$ cat src/rtl/score_engine_pkg.sv
`default_nettype none
// ============================================================================
//  Module : score_engine_pkg
//  Brief  : Shared types and constants for the end-of-game scorer: FSM state
//           encoding, default term/penalty constants and the level bonus table.
//  Rev    : 1.0  initial release
// ============================================================================
package score_engine_pkg;

  // Default arithmetic constants of the scoring rule.
  localparam int c_MAX_TERM   = 3333;
  localparam int c_STEP       = 101;
  localparam int c_CAP        = 33;
  localparam int c_GRACE_STEP = 5;

  // Scorer FSM encoding.
  typedef enum logic [2:0] {
    S_IDLE  = 3'd0,
    S_LATCH = 3'd1,
    S_MUL_T = 3'd2,
    S_MUL_P = 3'd3,
    S_SUM   = 3'd4,
    S_HOLD  = 3'd5
  } state_t;

  // Level bonus table; unknown levels earn nothing.
  function automatic int lvl_bonus(input int idx);
    case (idx)
      0:       return 0;
      1:       return 1515;
      2:       return 3333;
      default: return 0;
    endcase
  endfunction

endpackage
`default_nettype wire

$ cat src/rtl/score_engine_if.sv
`default_nettype none
// ============================================================================
//  Module : score_engine_if
//  Brief  : Request/result bundle between game control (master) and the
//           scorer (slave).
//  Rev    : 1.0  initial release
// ============================================================================
interface score_engine_if #(
  parameter int LVL_W   = 2,
  parameter int CARD_W  = 6,
  parameter int SCORE_W = 14
);
  logic               enable;
  logic [LVL_W-1:0]   level;
  logic [CARD_W-1:0]  num_of_cards;
  logic [7:0]         discovered_pairs;
  logic [5:0]         seconds;
  logic [SCORE_W-1:0] points;
  logic               points_calculated;
  logic               new_record;
  logic [SCORE_W-1:0] best_points;

  modport master (
    output enable, level, num_of_cards, discovered_pairs, seconds,
    input  points, points_calculated, new_record, best_points
  );

  modport slave (
    input  enable, level, num_of_cards, discovered_pairs, seconds,
    output points, points_calculated, new_record, best_points
  );
endinterface
`default_nettype wire

$ cat src/rtl/score_engine_seq_mult.sv
`default_nettype none
// ============================================================================
//  Module : score_engine_seq_mult
//  Brief  : Serial shift-add multiplier, a_i x B (B a constant). The first
//           partial product is taken on the start edge, so the result is ready
//           after exactly A_W edges; done_o marks the cycle of the last edge.
//  Rev    : 1.0  initial release
// ============================================================================
module score_engine_seq_mult #(
  parameter int A_W = 6,
  parameter int P_W = 15,
  parameter int B   = 101
) (
  input  wire logic           clk,
  input  wire logic           rst,
  input  wire logic           clr_i,
  input  wire logic           start_i,
  input  wire logic [A_W-1:0] a_i,
  output logic                busy_o,
  output logic                done_o,
  output logic [P_W-1:0]      product_o
);
  localparam int CNT_W = $clog2(A_W + 1);

  logic             busy_q;
  logic [CNT_W-1:0] cnt_q;
  logic [A_W-1:0]   a_q;
  logic [P_W-1:0]   b_q;
  logic [P_W-1:0]   acc_q;
  logic [P_W-1:0]   acc_d;

  // Next accumulator value for the current multiplier bit.
  always_comb begin
    acc_d = acc_q + (a_q[0] ? b_q : '0);
  end

  // Iteration registers: load on start, then shift one bit per cycle.
  always_ff @(posedge clk) begin
    if (rst || clr_i) begin
      busy_q <= 1'b0;
      cnt_q  <= '0;
      a_q    <= '0;
      b_q    <= '0;
      acc_q  <= '0;
    end else if (start_i && !busy_q) begin
      acc_q  <= a_i[0] ? P_W'(B) : '0;
      a_q    <= a_i >> 1;
      b_q    <= P_W'(B) << 1;
      cnt_q  <= CNT_W'(1);
      busy_q <= (A_W > 1);
    end else if (busy_q) begin
      acc_q <= acc_d;
      a_q   <= a_q >> 1;
      b_q   <= b_q << 1;
      cnt_q <= cnt_q + CNT_W'(1);
      if (cnt_q == CNT_W'(A_W - 1)) begin
        busy_q <= 1'b0;
      end
    end
  end

  assign busy_o    = busy_q;
  assign done_o    = busy_q ? (cnt_q == CNT_W'(A_W - 1)) : (start_i && (A_W == 1));
  assign product_o = acc_q;

endmodule
`default_nettype wire

$ cat src/rtl/score_engine.sv
`default_nettype none
// ============================================================================
//  Module : score_engine
//  Brief  : End-of-game scorer. score = level bonus + (MAX_TERM - time penalty)
//           + (MAX_TERM - pairs penalty); both penalties come from one reused
//           serial multiplier. Tracks the best score per level.
//  Rev    : 1.0  initial release
// ============================================================================
module score_engine
  import score_engine_pkg::*;
#(
  parameter int NUM_LEVELS = 3,
  parameter int LVL_W      = 2,
  parameter int CARD_W     = 6,
  parameter int SCORE_W    = 14,
  parameter int FACT_W     = 6,
  parameter int MAX_TERM   = c_MAX_TERM,
  parameter int STEP       = c_STEP,
  parameter int CAP        = c_CAP,
  parameter int GRACE_STEP = c_GRACE_STEP
) (
  input  wire logic      clk,
  input  wire logic      rst,
  score_engine_if.slave  bus
);
  localparam int PW  = SCORE_W + 1;
  localparam int EXW = 16;

  state_t             state_q, state_d;
  logic [LVL_W-1:0]   lvl_q;
  logic               lvl_ok_q;
  logic [FACT_W-1:0]  ft_q, fp_q;
  logic [PW-1:0]      tp_q;
  logic [SCORE_W-1:0] points_q, points_d;
  logic               calc_q, calc_d;
  logic               rec_q, rec_d;
  logic [SCORE_W-1:0] best_q [NUM_LEVELS];

  logic               latch_en, best_we, mul_start, mul_clr, mul_busy, mul_done;
  logic [FACT_W-1:0]  mul_a;
  logic [PW-1:0]      mul_prod;

  logic               w_lvl_ok;
  logic [EXW-1:0]     w_grace, w_t_exc, w_half, w_p_exc;
  logic [FACT_W-1:0]  w_ft, w_fp;
  logic [PW-1:0]      w_bonus, w_term_t, w_term_p;
  logic [SCORE_W-1:0] w_score, w_best_cur, w_best_rd;
  logic               w_is_rec;

  // Saturating add of two non-negative terms at SCORE_W+1 bits.
  function automatic logic [SCORE_W-1:0] sat_add(input logic [PW-1:0] a, input logic [PW-1:0] b);
    logic [PW:0] s;
    s = {1'b0, a} + {1'b0, b};
    return (s > (PW+1)'((1 << SCORE_W) - 1)) ? '1 : s[SCORE_W-1:0];
  endfunction

  // Penalty factors from the live inputs, clamped at 0 and CAP.
  always_comb begin
    w_lvl_ok = (int'(bus.level) < NUM_LEVELS);
    w_grace  = w_lvl_ok ? EXW'(bus.level) * EXW'(GRACE_STEP) : '0;
    w_t_exc  = (EXW'(bus.seconds) > w_grace) ? EXW'(bus.seconds) - w_grace : '0;
    w_ft     = (w_t_exc > EXW'(CAP)) ? FACT_W'(CAP) : w_t_exc[FACT_W-1:0];
    w_half   = EXW'(bus.num_of_cards >> 1);
    w_p_exc  = (EXW'(bus.discovered_pairs) > w_half) ? EXW'(bus.discovered_pairs) - w_half : '0;
    w_fp     = (w_p_exc > EXW'(CAP)) ? FACT_W'(CAP) : w_p_exc[FACT_W-1:0];
  end

  // Final score from the captured time product and the fresh pairs product.
  always_comb begin
    w_bonus    = lvl_ok_q ? PW'(lvl_bonus(int'(lvl_q))) : '0;
    w_term_t   = (tp_q >= PW'(MAX_TERM)) ? '0 : PW'(MAX_TERM) - tp_q;
    w_term_p   = (mul_prod >= PW'(MAX_TERM)) ? '0 : PW'(MAX_TERM) - mul_prod;
    w_score    = sat_add(PW'(sat_add(w_bonus, w_term_t)), w_term_p);
    w_best_cur = '0;
    for (int i = 0; i < NUM_LEVELS; i++) begin
      if (lvl_q == LVL_W'(i)) w_best_cur = best_q[i];
    end
    w_is_rec = lvl_ok_q && (w_score > w_best_cur);
  end

  // Best-score readout for whatever level is presented now.
  always_comb begin
    w_best_rd = '0;
    for (int i = 0; i < NUM_LEVELS; i++) begin
      if (bus.level == LVL_W'(i)) w_best_rd = best_q[i];
    end
  end

  // Next-state and control; enable low before the result is out aborts.
  always_comb begin
    state_d   = state_q;
    points_d  = points_q;
    calc_d    = 1'b0;
    rec_d     = 1'b0;
    latch_en  = 1'b0;
    best_we   = 1'b0;
    mul_start = 1'b0;
    case (state_q)
      S_IDLE: begin
        points_d = '0;
        if (bus.enable) state_d = S_LATCH;
      end
      S_LATCH: begin
        if (!bus.enable) begin
          state_d = S_IDLE;
        end else begin
          latch_en = 1'b1;
          state_d  = S_MUL_T;
        end
      end
      S_MUL_T: begin
        if (!bus.enable) begin
          state_d = S_IDLE;
        end else begin
          mul_start = !mul_busy;
          if (mul_done) state_d = S_MUL_P;
        end
      end
      S_MUL_P: begin
        if (!bus.enable) begin
          state_d = S_IDLE;
        end else begin
          mul_start = !mul_busy;
          if (mul_done) state_d = S_SUM;
        end
      end
      S_SUM: begin
        if (!bus.enable) begin
          state_d = S_IDLE;
        end else begin
          points_d = w_score;
          calc_d   = 1'b1;
          rec_d    = w_is_rec;
          best_we  = w_is_rec;
          state_d  = S_HOLD;
        end
      end
      S_HOLD: begin
        if (!bus.enable) begin
          points_d = '0;
          state_d  = S_IDLE;
        end
      end
      default: begin
        points_d = '0;
        state_d  = S_IDLE;
      end
    endcase
  end

  // State and output registers.
  always_ff @(posedge clk) begin
    if (rst) begin
      state_q  <= S_IDLE;
      points_q <= '0;
      calc_q   <= 1'b0;
      rec_q    <= 1'b0;
    end else begin
      state_q  <= state_d;
      points_q <= points_d;
      calc_q   <= calc_d;
      rec_q    <= rec_d;
    end
  end

  // Request snapshot so later input changes do not disturb the computation.
  always_ff @(posedge clk) begin
    if (rst) begin
      lvl_q    <= '0;
      lvl_ok_q <= 1'b0;
      ft_q     <= '0;
      fp_q     <= '0;
    end else if (latch_en) begin
      lvl_q    <= bus.level;
      lvl_ok_q <= w_lvl_ok;
      ft_q     <= w_ft;
      fp_q     <= w_fp;
    end
  end

  // Keep the time product before the multiplier is reused for pairs.
  always_ff @(posedge clk) begin
    if (rst) begin
      tp_q <= '0;
    end else if (state_q == S_MUL_P && !mul_busy) begin
      tp_q <= mul_prod;
    end
  end

  // Best score table, written only on a strict improvement.
  always_ff @(posedge clk) begin
    for (int i = 0; i < NUM_LEVELS; i++) begin
      if (rst) begin
        best_q[i] <= '0;
      end else if (best_we && lvl_q == LVL_W'(i)) begin
        best_q[i] <= w_score;
      end
    end
  end

  assign mul_clr = (state_q == S_IDLE);
  assign mul_a   = (state_q == S_MUL_P) ? fp_q : ft_q;

  score_engine_seq_mult #(
    .A_W (FACT_W),
    .P_W (PW),
    .B   (STEP)
  ) u_mult (
    .clk       (clk),
    .rst       (rst),
    .clr_i     (mul_clr),
    .start_i   (mul_start),
    .a_i       (mul_a),
    .busy_o    (mul_busy),
    .done_o    (mul_done),
    .product_o (mul_prod)
  );

  assign bus.points            = points_q;
  assign bus.points_calculated = calc_q;
  assign bus.new_record        = rec_q;
  assign bus.best_points       = w_best_rd;

endmodule
`default_nettype wire

$ cat src/flat_wrapper.sv
// flat-port wrapper written by rule: the top's interface ports become plain ports
module score_engine_flat import score_engine_pkg::*;
#(
  parameter int NUM_LEVELS = 3,
  parameter int LVL_W      = 2,
  parameter int CARD_W     = 6,
  parameter int SCORE_W    = 14,
  parameter int FACT_W     = 6,
  parameter int MAX_TERM   = c_MAX_TERM,
  parameter int STEP       = c_STEP,
  parameter int CAP        = c_CAP,
  parameter int GRACE_STEP = c_GRACE_STEP
)
  (clk, rst, bus_enable, bus_level, bus_num_of_cards, bus_discovered_pairs, bus_seconds, bus_points, bus_points_calculated, bus_new_record, bus_best_points);
  score_engine_if #(.LVL_W(LVL_W), .CARD_W(CARD_W), .SCORE_W(SCORE_W)) bus_i ();
  input  wire logic clk;
  input  wire logic rst;
  input wire logic [$bits(bus_i.enable)-1:0] bus_enable;
  input wire logic [$bits(bus_i.level)-1:0] bus_level;
  input wire logic [$bits(bus_i.num_of_cards)-1:0] bus_num_of_cards;
  input wire logic [$bits(bus_i.discovered_pairs)-1:0] bus_discovered_pairs;
  input wire logic [$bits(bus_i.seconds)-1:0] bus_seconds;
  output wire logic [$bits(bus_i.points)-1:0] bus_points;
  output wire logic [$bits(bus_i.points_calculated)-1:0] bus_points_calculated;
  output wire logic [$bits(bus_i.new_record)-1:0] bus_new_record;
  output wire logic [$bits(bus_i.best_points)-1:0] bus_best_points;
  assign bus_i.enable = bus_enable;
  assign bus_i.level = bus_level;
  assign bus_i.num_of_cards = bus_num_of_cards;
  assign bus_i.discovered_pairs = bus_discovered_pairs;
  assign bus_i.seconds = bus_seconds;
  assign bus_points = bus_i.points;
  assign bus_points_calculated = bus_i.points_calculated;
  assign bus_new_record = bus_i.new_record;
  assign bus_best_points = bus_i.best_points;
  score_engine #(.NUM_LEVELS(NUM_LEVELS), .LVL_W(LVL_W), .CARD_W(CARD_W), .SCORE_W(SCORE_W), .FACT_W(FACT_W), .MAX_TERM(MAX_TERM), .STEP(STEP), .CAP(CAP), .GRACE_STEP(GRACE_STEP)) u_core (.clk(clk), .rst(rst), .bus(bus_i));
endmodule
$ cat config.mk
export PLATFORM = sky130hd
export DESIGN_NAME = score_engine_flat
export DESIGN_NICKNAME = d
export VERILOG_FILES = /design/src/rtl/score_engine_pkg.sv /design/src/rtl/score_engine_if.sv /design/src/rtl/score_engine_seq_mult.sv /design/src/rtl/score_engine.sv /design/src/flat_wrapper.sv
export SDC_FILE = /design/constraint.sdc
export NUM_CORES = 1
export LEC_CHECK = 0
export ABC_AREA = 1
export BUFFER_PORTS_ARGS = -buffer_cell sky130_fd_sc_hd__buf_4
export CAP_MARGIN = 20
export CELL_PAD_IN_SITES_DETAIL_PLACEMENT = 1
export CELL_PAD_IN_SITES_GLOBAL_PLACEMENT = 2
export CORE_ASPECT_RATIO = 0.8
export CORE_UTILIZATION = 38
export CTS_CLUSTER_SIZE = 12
export DETAILED_ROUTE_END_ITERATION = 7
export HOLD_SLACK_MARGIN = 0.02
export PLACE_DENSITY_LB_ADDON = 0.1
export RECOVER_POWER = 25
export SLEW_MARGIN = 30
export SYNTH_ARGS = -nofsm -noshare
export SYNTH_HDL_FRONTEND = slang
export SYNTH_SLANG_ARGS = --single-unit
$ cat constraint.sdc
create_clock -name clk -period 14.4 [get_ports clk]
set_clock_uncertainty 0.2 [all_clocks]
set_input_delay 1.44 -clock clk [delete_from_list [all_inputs] [get_ports clk]]
set_output_delay 1.44 -clock clk [all_outputs]
set_load 0.02 [all_outputs]
==> reports/qor.txt <==
Vias per inst - 5.22
Reg2reg setup slack - 6.74 ns
Reg2reg end - u_core.best_q[2][0]$_SDFFCE_PN0P_
Detailed-route DRC error count - 0
Fin. max-slew vios - 0
Chip Width - 174 µm
Initial Utilization - 39.3%
Largest family of logic cells by synthesized area - simple AND/OR/NAND/NOR gates
Root buffer cell - clkbuf_16
Dpl hpwl - 20800 µm
Ports - 55
Comb power frac - 35.8%
Fill count - 2971
Power after layout - 1.36 mW
Max-cap viol count - 0
Post-synth EDFFs - 42
ANT cells - 0
Core Region - 22800 µm²
Share of power burned in registers - 30.1%
Rows - 49
Max Clock Freq - 131 MHz
Clock Power Share - 34.0%
Most frequent CP cell - nand2_1
Initial DRC Count - 409
Synthesized cell area - 8970 µm²
Ys async rst share - 0%
Worst Tran Pin Value - 1.42 ns
Setup Buffers After CTS - 0
CP max-delay cell - o21ai_1
Cells after Synth - 1289
Period utilisation layout - 53.2%
Post-synth cell types - 46
First-pass GRT wire length - 45900 µm
Switching pwr - 0.545 mW
Syn_nets - 1390
Area Overhead vs Synth - 13.4%
Worst R2R Start - u_core.tp_q[8]$_SDFFE_PP0P_
Final instance area - 10200 µm²
CTS buffer count - 17
Die height - 139 µm
Largest net degree at the start of global routing - 39
Sequential-to-total area share from yosys stat - 33.5%
Switching share of power - 40.1%
Clk_lat worst skew - 0.44 ns
Gpl congestion - 0.824
Post-Synth XOR/XNOR Area - 2.64%
Drt wl/cell - 16.7 µm
Layout Nets - 1428
Setup CP Type - register to register
P_int - 0.816 mW
Final setup violation count - 0
WHS Path Cells - 2
Status - completed
Number of port buffers - 53
Simple-Gate Fraction of Synth Area - 27.2%
Proportion of synthesized area in mux cells - 0%
Clk sinks - 129
Reg2Reg Depth - 36
Compound-Gate Fraction of Synth Area - 17.3%
Max VDD drop - 0.0495 mV
Crit. End Element - register
P_leak - 4.62 nW
Die area - 24200 µm²
Initial antenna violation count - 0
Syn avg cell area - 6.96 µm²
Hold Path Class - register to register
Headroom to the max-slew limit - 5.02%
H-tree depth - 4
Synthesized flop and latch total - 129
CTS Hold Bufs - 0
Critical Path Source Type - register
First-pass DRT Iterations - 5
Via count - 8586
Worst Path Max Fanout - 38
Hold_sp - u_core.u_mult.b_q[14]$_SDFFE_PP0P_
CTS tree - yes
Power per cell area - 134 nW/µm²
Crit path time final - 7.66 ns
Number of global-route vias before repair - 8758
Share of post-route cells with drive strength above 1 - 6.79%
Yosys warns - 0
RSZ-0062 raised after global routing - no
Worst Hold Path EP - u_core.u_mult.b_q[14]$_SDFFE_PP0P_
Grt ovf - 0
Clock Path Buffers - 2
Fin. Hold Viols - 0
Setup_tns - 0 ns
Post-Synth Adder-Cell Area - 11.0%
Final antenna-violating net count - 0
Clock-pin slew on the worst setup and hold paths - 0.06 ns
Post_cts resized - 0
Ys flop type - dfxtp_1
WP data arrival - 7.60 ns
Max incr delay on CP - 0.60 ns
DP Area - 9630 µm²
CP required - 14.34 ns
DRT Wirelength - 27600 µm
Global Route Usage Sum - 23.7%
==> logic make-up (layout without fill, tap and decap cells) <==
kind of cell | after synthesis | in the layout
buffers and inverters | 189 | 240
other | 1 | 1
DFF | 129 | 129
adders and majority gates | 76 | 76
xor gates and xnor gates | 27 | 27
AOI/OAI and AO/OA | 282 | 282
and+or+nand+nor | 585 | 585
==> cells in the mapped netlist (4+ instances only) <==
| master | instances | area [µm²] |
|---|---|---|
| a211oi_1 | 4 | 30.0 |
| a21o_1 | 4 | 30.0 |
| a21oi_1 | 144 | 721 |
| a221oi_1 | 5 | 43.8 |
| a31oi_1 | 6 | 37.5 |
| buf_2 | 6 | 30.0 |
| clkbuf_1 | 31 | 116 |
| dfxtp_1 | 87 | 1740 |
| edfxtp_1 | 42 | 1260 |
| fa_1 | 5 | 100 |
| ha_1 | 71 | 888 |
| inv_1 | 146 | 548 |
| nand2_1 | 324 | 1220 |
| nand3_1 | 86 | 430 |
| nand4_1 | 15 | 93.8 |
| nor2_1 | 123 | 462 |
| nor3_1 | 14 | 70.1 |
| o211ai_1 | 7 | 52.6 |
| o21a_1 | 5 | 37.5 |
| o21ai_0 | 84 | 420 |
| o21bai_1 | 9 | 67.6 |
| o221ai_1 | 4 | 35.0 |
| or2_2 | 5 | 31.3 |
| xnor2_1 | 11 | 96.3 |
| xor2_1 | 16 | 140 |
==> how the worst max path moves through the flow <==
| stage | startpoint | end | depth (start not counted) |
|---|---|---|---|
| final | u_core.tp_q[8]$_SDFFE_PP0P_ | u_core.best_q[2][0]$_SDFFCE_PN0P_ | 36 |
| after global routing | u_core.tp_q[8]$_SDFFE_PP0P_ | u_core.best_q[2][0]$_SDFFCE_PN0P_ | 37 |
| after CTS | u_core.tp_q[8]$_SDFFE_PP0P_ | u_core.best_q[2][0]$_SDFFCE_PN0P_ | 36 |
| after detailed placement | u_core.tp_q[8]$_SDFFE_PP0P_ | u_core.best_q[2][13]$_SDFFCE_PN0P_ | 36 |
| after global placement | u_core.tp_q[8]$_SDFFE_PP0P_ | u_core.best_q[2][13]$_SDFFCE_PN0P_ | 36 |
| after floorplan | u_core.tp_q[8]$_SDFFE_PP0P_ | u_core.best_q[1][0]$_SDFFCE_PN0P_ | 37 |
==> metal layers <==
layer	up-vias	track usage, %	wire, µm
met3	20	3.47	695
met4	0	6.09	272
met1	4111	34.1	14500
li1	4371	-	-
met2	84	37.0	12100
met5	-	0	0
==> critical path: cells and delay by family, from the launching register on <==
family,cells,cell delay (ns)
flip-flops,1,0.48
adder cells (fa/ha/maj),4,1.39
AO/OA/AOI/OAI,5,1.48
buffers and inverters,4,0.78
AND/OR/NAND/NOR,23,3.01
==> cell usage in the layout (no fill, tap or decap), types with 14 or more instances in the layout <==
cell and n:
nand2_1 324, inv_1 146, a21oi_1 144, nor2_1 120, dfxtp_1 87, nand3_1 86, o21ai_0 82, ha_1 71
edfxtp_1 42, buf_4 41, clkbuf_1 19, clkbuf_16 17, xor2_1 16, nand4_1 15, nor3_1 14
==> power groups by stage <==
stage | Combinational (mW) | Sequential (mW) | Clock, mW
3_3_place_gp | 0.468 | 0.418 | 0
4_1_cts | 0.487 | 0.410 | 0.469
6_report | 0.488 | 0.410 | 0.463
3_5_place_dp | 0.479 | 0.418 | 0
2_1_floorplan | 0.346 | 0.412 | 0
5_1_grt | 0.554 | 0.413 | 0.483
==> final cells by class <==
type	count	area, µm²	area share [%]
multi-input cells	971	5230	51.4
inverters	148	556	5.46
well taps	306	383	3.76
clock inverters	15	193	1.89
repair buffers	60	379	3.73
flip-flops and latches	129	3000	29.5
clock buffers	17	425	4.18
==> sequential cells by signal, indices dropped and copies added (netlist names) <==
signal,flops
u_core.u_mult.busy_o,1
u_core.tp_q,15
u_core.ft_q,6
u_core.u_mult.b_q,14
u_core.u_mult.a_q,5
u_core.bus.new_record,1
u_core.best_q,42
u_core.u_mult.cnt_q,3
u_core.fp_q,6
u_core.u_mult.product_o,15
u_core.lvl_ok_q,1
u_core.state_q,3
u_core.bus.points,14
u_core.bus.points_calculated,1
u_core.lvl_q,2
==> metrics by stage <==
| step | hold WS (ns) | utilization, % | instances | setup slack, ns |
|---|---|---|---|---|
| 5_1_grt | 0.292 | 44.6 | 1646 | 6.02 |
| 6_report | 0.264 | 44.6 | 1646 | 6.74 |
| 2_1_floorplan | 0.240 | - | 1289 | 7.99 |
| 3_5_place_dp | 0.262 | 42.2 | 1614 | 6.75 |
| 3_3_place_gp | 0.253 | 42.2 | 1614 | 6.88 |
| 4_1_cts | 0.272 | 44.9 | 1646 | 6.74 |
Power figures use the tool's default switching activity.
